[config.mk]
export PLATFORM = sky130hd
export DESIGN_NAME = dht11_scheduler
export DESIGN_NICKNAME = d
export VERILOG_FILES = /design/src/rtl/dht11_scheduler_pkg.sv /design/src/rtl/dht11_scheduler_tick_gen.sv /design/src/rtl/dht11_scheduler.sv
export SDC_FILE = /design/constraint.sdc
export NUM_CORES = 1
export LEC_CHECK = 0
export ABC_AREA = 1
export CELL_PAD_IN_SITES_DETAIL_PLACEMENT = 0
export CELL_PAD_IN_SITES_GLOBAL_PLACEMENT = 1
export CORE_MARGIN = 5
export CORE_UTILIZATION = 41
export CTS_BUF_LIST = sky130_fd_sc_hd__clkbuf_4 sky130_fd_sc_hd__clkbuf_8
export DETAILED_ROUTE_END_ITERATION = 10
export PLACE_DENSITY_LB_ADDON = 0.1
export SYNTH_ARGS = -nofsm -noshare
export SYNTH_HDL_FRONTEND = slang
export SYNTH_SLANG_ARGS = --single-unit
[constraint.sdc]
create_clock -name clk -period 3.8 [get_ports clk]
set_input_delay 1.14 -clock clk [delete_from_list [all_inputs] [get_ports clk]]
set_output_delay 1.14 -clock clk [all_outputs]
set_load 0.01 [all_outputs]
[src/rtl/dht11_scheduler_pkg.sv]
// Shared DHT11 scheduler definitions: FSM encoding and default timing constants.
package dht11_scheduler_pkg;

  typedef enum logic [1:0] {
    StIdle = 2'd0,
    StTrig = 2'd1,
    StBusy = 2'd2,
    StHold = 2'd3
  } state_e;

  localparam int unsigned DefClkHz     = 100_000_000;
  localparam int unsigned DefPeriodMs  = 2000;
  localparam int unsigned DefTimeoutMs = 30;
  localparam int unsigned DefMaxRetry  = 3;

  function automatic int unsigned max_u(input int unsigned a, input int unsigned b);
    return (a > b) ? a : b;
  endfunction

endpackage

[src/rtl/dht11_scheduler_tick_gen.sv]
// Free-running 1 ms strobe: one-cycle pulse every CLK_HZ/1000 clocks.
module tick_gen_1ms #(
  parameter int unsigned CLK_HZ = 100_000_000
) (
  input  logic clk,
  input  logic rst_n,
  output logic ms_tick
);

  localparam int unsigned Div  = (CLK_HZ / 1000 > 0) ? CLK_HZ / 1000 : 1;
  localparam int unsigned CntW = (Div > 1) ? $clog2(Div) : 1;

  logic [CntW-1:0] cnt_q, cnt_d;
  logic            wrap;

  // Wrap the divider at Div-1; the wrap cycle is the tick.
  always_comb begin
    wrap  = (cnt_q == CntW'(Div - 1));
    cnt_d = wrap ? '0 : cnt_q + 1'b1;
  end

  // Divider state.
  always_ff @(posedge clk or negedge rst_n) begin
    if (!rst_n) cnt_q <= '0;
    else        cnt_q <= cnt_d;
  end

  assign ms_tick = wrap;

endmodule

[src/rtl/dht11_scheduler.sv]
// DHT11 read scheduler: paces sensor triggers, retries failed reads and
// holds the last good humidity/temperature sample.
module dht11_scheduler
  import dht11_scheduler_pkg::*;
#(
  parameter int unsigned CLK_HZ     = DefClkHz,
  parameter int unsigned PERIOD_MS  = DefPeriodMs,
  parameter int unsigned TIMEOUT_MS = DefTimeoutMs,
  parameter int unsigned MAX_RETRY  = DefMaxRetry
) (
  input  logic        clk,
  input  logic        rst_n,
  input  logic        enable,
  input  logic        req_now,
  input  logic        fresh_ack,
  output logic        dht_start,
  input  logic        dht_done,
  input  logic        dht_valid,
  input  logic [15:0] dht_humidity,
  input  logic [15:0] dht_temperature,
  output logic [15:0] humidity,
  output logic [15:0] temperature,
  output logic        data_fresh,
  output logic        err,
  output logic        busy,
  output logic [1:0]  retry_cnt
);

  localparam int unsigned MsMax = max_u(PERIOD_MS, TIMEOUT_MS);
  localparam int unsigned MsW   = $clog2(MsMax + 1) + 1;
  localparam logic [MsW-1:0] PeriodCnt  = MsW'(PERIOD_MS);
  localparam logic [MsW-1:0] TimeoutCnt = MsW'(TIMEOUT_MS);
  localparam logic [MsW-1:0] MsSat      = '1;

  logic ms_tick;

  tick_gen_1ms #(
    .CLK_HZ (CLK_HZ)
  ) u_tick_gen (
    .clk     (clk),
    .rst_n   (rst_n),
    .ms_tick (ms_tick)
  );

  state_e          state_q, state_d;
  logic [MsW-1:0]  ms_cnt_q, ms_cnt_d, ms_inc;
  logic            req_pending_q, req_pending_d;
  logic            dht_start_q, dht_start_d;
  logic            busy_q, busy_d;
  logic            data_fresh_q, data_fresh_d;
  logic            err_q, err_d;
  logic [1:0]      retry_cnt_q, retry_cnt_d;
  logic [15:0]     humidity_q, humidity_d;
  logic [15:0]     temperature_q, temperature_d;
  logic            fail;

  // Next-state logic for the FSM and every registered output.
  always_comb begin
    state_d       = state_q;
    ms_cnt_d      = ms_cnt_q;
    req_pending_d = req_pending_q;
    dht_start_d   = 1'b0;
    data_fresh_d  = data_fresh_q;
    err_d         = err_q;
    retry_cnt_d   = retry_cnt_q;
    humidity_d    = humidity_q;
    temperature_d = temperature_q;
    fail          = 1'b0;

    ms_inc = (ms_cnt_q == MsSat) ? ms_cnt_q : ms_cnt_q + 1'b1;
    if ((state_q == StBusy || state_q == StHold) && ms_tick) ms_cnt_d = ms_inc;

    // Ack clears first so a same-cycle capture below overrides it.
    if (fresh_ack) data_fresh_d = 1'b0;
    if (req_now && state_q != StTrig) req_pending_d = 1'b1;

    unique case (state_q)
      StIdle: begin
        if (enable || req_pending_q || retry_cnt_q != 2'd0) begin
          state_d     = StTrig;
          ms_cnt_d    = '0;
          dht_start_d = 1'b1;
        end
      end
      StTrig: begin
        state_d       = StBusy;
        ms_cnt_d      = '0;
        req_pending_d = 1'b0;
      end
      StBusy: begin
        // A done in the timeout cycle wins over the timeout.
        if (dht_done) begin
          if (dht_valid) begin
            humidity_d    = dht_humidity;
            temperature_d = dht_temperature;
            data_fresh_d  = 1'b1;
            err_d         = 1'b0;
            retry_cnt_d   = 2'd0;
          end else begin
            fail = 1'b1;
          end
        end else if (ms_tick && ms_inc == TimeoutCnt) begin
          fail = 1'b1;
        end
        if (fail) begin
          if (32'(retry_cnt_q) < MAX_RETRY) begin
            retry_cnt_d = retry_cnt_q + 2'd1;
          end else begin
            err_d       = 1'b1;
            retry_cnt_d = 2'd0;
          end
        end
        if (dht_done || fail) begin
          state_d  = StHold;
          ms_cnt_d = '0;
        end
      end
      StHold: begin
        if (ms_tick && ms_inc == PeriodCnt) begin
          state_d  = StIdle;
          ms_cnt_d = '0;
        end
      end
      default: state_d = StHold;
    endcase

    busy_d = (state_d == StTrig) || (state_d == StBusy);
  end

  // State and output registers; reset parks in HOLD so the sensor settles.
  always_ff @(posedge clk or negedge rst_n) begin
    if (!rst_n) begin
      state_q       <= StHold;
      ms_cnt_q      <= '0;
      req_pending_q <= 1'b0;
      dht_start_q   <= 1'b0;
      busy_q        <= 1'b0;
      data_fresh_q  <= 1'b0;
      err_q         <= 1'b0;
      retry_cnt_q   <= 2'd0;
      humidity_q    <= 16'd0;
      temperature_q <= 16'd0;
    end else begin
      state_q       <= state_d;
      ms_cnt_q      <= ms_cnt_d;
      req_pending_q <= req_pending_d;
      dht_start_q   <= dht_start_d;
      busy_q        <= busy_d;
      data_fresh_q  <= data_fresh_d;
      err_q         <= err_d;
      retry_cnt_q   <= retry_cnt_d;
      humidity_q    <= humidity_d;
      temperature_q <= temperature_d;
    end
  end

  assign dht_start   = dht_start_q;
  assign busy        = busy_q;
  assign data_fresh  = data_fresh_q;
  assign err         = err_q;
  assign retry_cnt   = retry_cnt_q;
  assign humidity    = humidity_q;
  assign temperature = temperature_q;

endmodule

# Word-level counts from Yosys, hierarchy flattened
# Cells that the tools add are included.
[classes] n_addsub=3 order_cmp=1 eq_ne=10 n_mux=31 reduce_logical=16
[ops] operator="$mux 12" count=5
[ops] operator="$pmux 12 s4" count=1
[ops] operator="$add 17x1->17 const B" count=1
[ops] operator="$eq 17x17->1 const B" count=1
[ops] operator="$mux 17" count=1
[ops] operator="$mux 1" count=16
[ops] operator="$mux 2" count=7
[ops] operator="$add 12x1->12 const B" count=1
[ops] operator="$eq 12x11->1 const B" count=1
[ops] operator="$eq 12x12->1 const B" count=1
[ops] operator="$eq 12x5->1 const B" count=1
[ops] operator="$pmux 2 s4" count=1
[ops] operator="$reduce_bool 2->1" count=4
[ops] operator="$eq 2x2->1 const B" count=3
[ops] operator="$reduce_and 3->1" count=2
[ops] operator="$logic_or 1x1->1" count=5
[ops] operator="$eq 2x1->1 const B" count=2
[ops] operator="$logic_and 1x1->1" count=4
[ops] operator="$add 2x1->2 const B" count=1
[ops] operator="$logic_not 2->1" count=1
[ops] operator="$lt 2x2->1 const B" count=1
[ops] operator="$ne 2x1->1 const B" count=1
[totals] register_bits=70 out_inout_bits=38 word_cells=72

# Depth between registers and ports, before layout
[logic_depth] ltp_word=12 ltp_mapped=15 mapped_depth_nobuf=15

# Hierarchy
# Synthesis repeated with hierarchy kept, for this count alone.
[unflattened] hier_cells=529 area_unflattened_um2=3900.0
[modules_own_cells] mod="dht11_scheduler" instances=1 cells_each=391 area_each_um2=2921.6 seq_area_each_um2=1328.8
[modules_own_cells] mod="tick_gen_1ms" instances=1 cells_each=138 area_each_um2=978.4 seq_area_each_um2=425.4

# Worst setup path before layout
# No wires, ideal clock.
[synth_timing] path_type="input port to flip-flop" from="input port dht_done" to="register humidity_q[0] (netlist: humidity[0])" setup_time_ns=0.117 arrival_ns=2.106 required_ns=3.683 path_slack_ns=1.577 cell_stages=6 path_buffers=1 cell_sequence="nand2_1 -> nor3_1 -> inv_1 -> clkbuf_1 -> nand2_1 -> nand2_1"
[synth_via] elab_chain_len=1
[synth_lines] element="start, declared" line_no="dht11_scheduler.sv:17" text="input logic dht_done,"
[synth_lines] element="$reduce_and 3->1 (no line)"
[synth_lines] element="end signal, assigned" line_no="dht11_scheduler.sv:152" text="humidity_q <= humidity_d;"
[synth_lines] element="end, declared" line_no="dht11_scheduler.sv:53" text="logic [15:0] humidity_q, humidity_d;"
# Every way passes these cells.
# A chain may end at the register's enable or synchronous reset.

# Final worst setup path
[layout_timing] from="register ms_cnt_q[0]" to="register busy_q (netlist: busy)"
[layout_via] elab_chain_len=12 word_cells_on_any_way=17 cone_classes="1 x add/sub; 5 x eq/ne; 7 x mux; 4 x reduce/logical"
[layout_lines] element="start, declared" line_no="dht11_scheduler.sv:46" text="logic [MsW-1:0] ms_cnt_q, ms_cnt_d, ms_inc;"
[layout_lines] element="start signal, assigned" line_no="dht11_scheduler.sv:145" text="ms_cnt_q <= ms_cnt_d;"
[layout_lines] element="$add 12x1->12 / $eq 12x12->1 (equally long branches)" line_no="dht11_scheduler.sv:70" text="ms_inc = (ms_cnt_q == MsSat) ? ms_cnt_q : ms_cnt_q + 1'b1;"
[layout_lines] element="$mux 12 (*)" line_no="dht11_scheduler.sv:70"
[layout_lines] element="$eq 12x5->1" line_no="dht11_scheduler.sv:102" text="end else if (ms_tick && ms_inc == TimeoutCnt) begin"
[layout_lines] element="$logic_and 1x1->1" line_no="dht11_scheduler.sv:102"
[layout_lines] element="$mux 1" line_no="dht11_scheduler.sv:102"
[layout_lines] element="$mux 1" line_no="dht11_scheduler.sv:92" text="if (dht_done) begin"
[layout_lines] element="$mux 1" line_no="dht11_scheduler.sv:77" text="unique case (state_q)"
[layout_lines] element="$logic_or 1x1->1" line_no="dht11_scheduler.sv:113" text="if (dht_done || fail) begin"
[layout_lines] element="$mux 2" line_no="dht11_scheduler.sv:113"
[layout_lines] element="$pmux 2 s4 (*)" line_no="dht11_scheduler.sv:77"
[layout_lines] element="$eq 2x1->1 / $eq 2x2->1 (equally long branches)" line_no="dht11_scheduler.sv:127" text="busy_d = (state_d == StTrig) || (state_d == StBusy);"
[layout_lines] element="$logic_or 1x1->1 (*)" line_no="dht11_scheduler.sv:127"
[layout_lines] element="named net busy_d" line_no="dht11_scheduler.sv:49" text="logic busy_q, busy_d;"
[layout_lines] element="end signal, assigned" line_no="dht11_scheduler.sv:148" text="busy_q <= busy_d;"
[layout_lines] element="end, declared" line_no="dht11_scheduler.sv:49"
# Mark *: on every way through the listed nets, which the timed path passes. The rest lies on a longest branch. The select of a mux whose other input is x is not followed.

==> results_dict.tcl <==
set metrics [dict create \
    hold_slack_ns 0.466 \
    wl_um 9390 \
    end_kind "flop" \
    cpMostUsedCell "nand2_2" \
    post-place-ws_ns 1.16 \
    dieArea_um2 11200 \
    syn_to_final_growth_pct 28.4 \
    r2r-end "busy$_DFF_PN0_" \
    synth_fp_nets 547 \
    start_util_pct 41.4 \
    grt_use_total_pct 17.8 \
    die_w_um 106 \
    netlist.area_leader.share_pct 45.1 \
    critical_path_buf_inv_count 0 \
    port_buffers 76 \
    cts_root_buf "clkbuf_8" \
    die_h_um 106 \
    clock_path_buffers 2 \
    worstRegToRegCells 12 \
    switchingPower_uw 597 \
    antennaDiodeCount 0 \
    clkPwrFrac_pct 29.8 \
    path_clk_slew_ns 0.07 \
    cts_setup_buffers 0 \
    final_area_um2 4850 \
    cts_max_level 3 \
    cts_tree "done" \
    setup_slack_ns 1.23 \
    ys_types 34 \
    drt_pre_antenna_iters 4 \
    met1_length_um 4280 \
    hold_viol 0 \
    yosysTopAreaCell "dfrtp_1" \
    drive_gt1_share_pct 7.34 \
    power_density_nw_per_um2 445 \
    met2WireLength_um 4280 \
    power_switching_share_pct 27.7 \
    viasPerCell 4.96 \
    grt_overflow_total 0 \
    syn_inst 504 \
    vias 3457 \
    vdd.ir_drop.worst_v 0.000235 \
    ctsHoldBuffers 0 \
    ant_nets 0 \
    reg2reg_slack_ns 1.23 \
    rows 35 \
    core-area_um2 9110 \
    start_kind "flop" \
    synth_flop_cell "dfrtp_1" \
    seqPwrFrac_pct 44.5 \
    final.period_utilization_pct 67.6 \
    maxSlewViolCount 0 \
    cp_num_cells 12 \
    timing.fmax_mhz 389 \
    arrival_ns 2.80 \
    synth_area_um2 3770 \
    final_cell_mix "167 x nand2_1, 75 x clkdlybuf4s50_1, 68 x dfrtp_1" \
    top_layer "met4" \
    internal_power_mw 1.56 \
    period_minus_slack_ns 2.57 \
    worst_hold_path_type "flop to flop" \
    first_global_vias 3476 \
    cpLargestDelayFamily "simple AND/OR/NAND/NOR gates" \
    place_area_um2 4640 \
    cts_sinks 70 \
    hpwl_um 7060 \
    drt-wirelength-per-cell_um 13.5 \
    clkLatencyLatePin_ns 0.34 \
    synth-seq-area-share_pct 46.5 \
    rsz0062_at_grt "false" \
    fin_tns_setup_ns 0 \
    ys_async_sr_fraction_pct 100 \
    worst_ep_required_time_ns 4.03 \
    path_cells "ha_1, nand2_2, nor2_4, nand3_4, nand2_1, nand4_1, nor2_1, nand3_2, nand2_2, nand2_2, nand3_1, nand2_1" \
    startpoint "ms_cnt_q[0]$_DFF_PN0_" \
    hold_depth 1 \
    num_io_pins 77 \
    antenna_found_initial 0 \
    synth-edff-count 0 \
    layout_commonest_cell "nand2_1" \
    synth-seq-cells 70 \
    status "completed" \
    relSlewSlack_pct 33.9 \
    syn_avg_cell_area_um2 7.49 \
    fillers 922 \
    cellLeakagePower_nw 2.29 \
    setup_viol 0 \
    cpPeakStageDelay_ns 0.48 \
    dr_wl_met3_um 696 \
    worstSetupEndpoint "busy$_DFF_PN0_" \
    crit_type "flop to flop" \
    yosysWarningCount 0 \
    worst-path-max-fanout 16 \
    slowest_stage "dfrtp_1" \
    comb_power_share_pct 25.7 \
    max-cap-violations 0 \
    r2r_start "ms_cnt_q[0]$_DFF_PN0_" \
    grt_pass1_wl_um 16200 \
    cts_buffers 9 \
    drcViolationCount 0 \
    gp_congestion 0.880 \
    fin_nets 625 \
    post_cts_resized 0 \
    skew_ns 0.00892 \
    synthTopCellsByArea "dfrtp_1 45%, nand2_1 17%, nand3_1 7.8%" \
    drt-initial-drc-count 200 \
    worstMarginPinSlew_ns 0.989 \
    grt_max_degree 34 \
]
-- worst min path at each step --
stage                                             start                             to  slack [ns]
after global placement    u_tick_gen.cnt_q[0]$_DFF_PN0_  u_tick_gen.cnt_q[0]$_DFF_PN0_        0.45
final                     u_tick_gen.cnt_q[0]$_DFF_PN0_  u_tick_gen.cnt_q[0]$_DFF_PN0_        0.47
after CTS                 u_tick_gen.cnt_q[0]$_DFF_PN0_  u_tick_gen.cnt_q[0]$_DFF_PN0_        0.47
after floorplan           u_tick_gen.cnt_q[0]$_DFF_PN0_  u_tick_gen.cnt_q[0]$_DFF_PN0_        0.43
after detailed placement  u_tick_gen.cnt_q[0]$_DFF_PN0_  u_tick_gen.cnt_q[0]$_DFF_PN0_        0.46
after global routing            humidity[0]$_DFFE_PN0P_        humidity[0]$_DFFE_PN0P_        0.50
-- through the flow --
step	power, mW	utilization (%)	instances
after floorplan	1.16	-	504
after global placement	1.53	50.9	682
after detailed placement	1.53	50.9	682
after CTS	2.19	53.2	697
after global routing	2.29	53.2	697
final	2.16	53.2	697
-- area by class of cell --
type | count | area, um^2 | share of cell area, %
clock buffers | 9 | 124 | 2.56
clock inverters | 6 | 86.3 | 1.78
repair buffers | 81 | 793 | 16.4
flip-flops and latches | 70 | 1750 | 36.2
multi-input cells | 366 | 1750 | 36.1
well taps | 111 | 139 | 2.87
inverters | 54 | 203 | 4.18
-- synth_stat cells (2+ instances only) --
library cell,number
nand2_2,4
ha_1,4
nor2_1,45
o21ai_1,2
nand3_1,59
nand4_1,21
xor2_1,6
nand3b_1,2
a21oi_1,16
nor2_2,7
nor3b_1,2
nor3_1,6
o21ai_0,12
nor2_4,2
nand2_1,167
dfstp_2,2
dfrtp_1,68
buf_2,2
inv_1,53
buf_6,2
clkbuf_1,9
-- cells by family after synthesis --
group | after synthesis | share of synthesized area (%)
AO/OA/AOI/OAI | 35 | 5.24
XOR/XNOR | 7 | 1.62
flip-flops | 70 | 46.5
AND/OR/NAND/NOR | 320 | 38.0
adder cells (fa/ha/maj) | 4 | 1.33
buffers and inverters | 68 | 7.33
-- flip-flops by register name, indices dropped and copies added (netlist names) --
signal and count:
err 1, dht_start 1, retry_cnt 2, temperature 16, data_fresh 1, req_pending_q 1
state_q 2, u_tick_gen.cnt_q 17, ms_cnt_q 12, humidity 16, busy 1
-- layer usage --
metal / global-route usage [%] / up-vias
met2: 28.0 / 85
met3: 5.46 / 10
met1: 23.1 / 1589
met5: 0 / -
met4: 6.48 / 0
li1: - / 1773
-- power groups by stage --
stage,clock (mW),sequential (mW),combinational [mW]
2_1_floorplan,0,1.03,0.134
3_3_place_gp,0,0.972,0.561
3_5_place_dp,0,0.968,0.567
4_1_cts,0.663,0.962,0.567
5_1_grt,0.694,0.980,0.614
6_report,0.642,0.960,0.555
(Power assumes the default switching activity.)
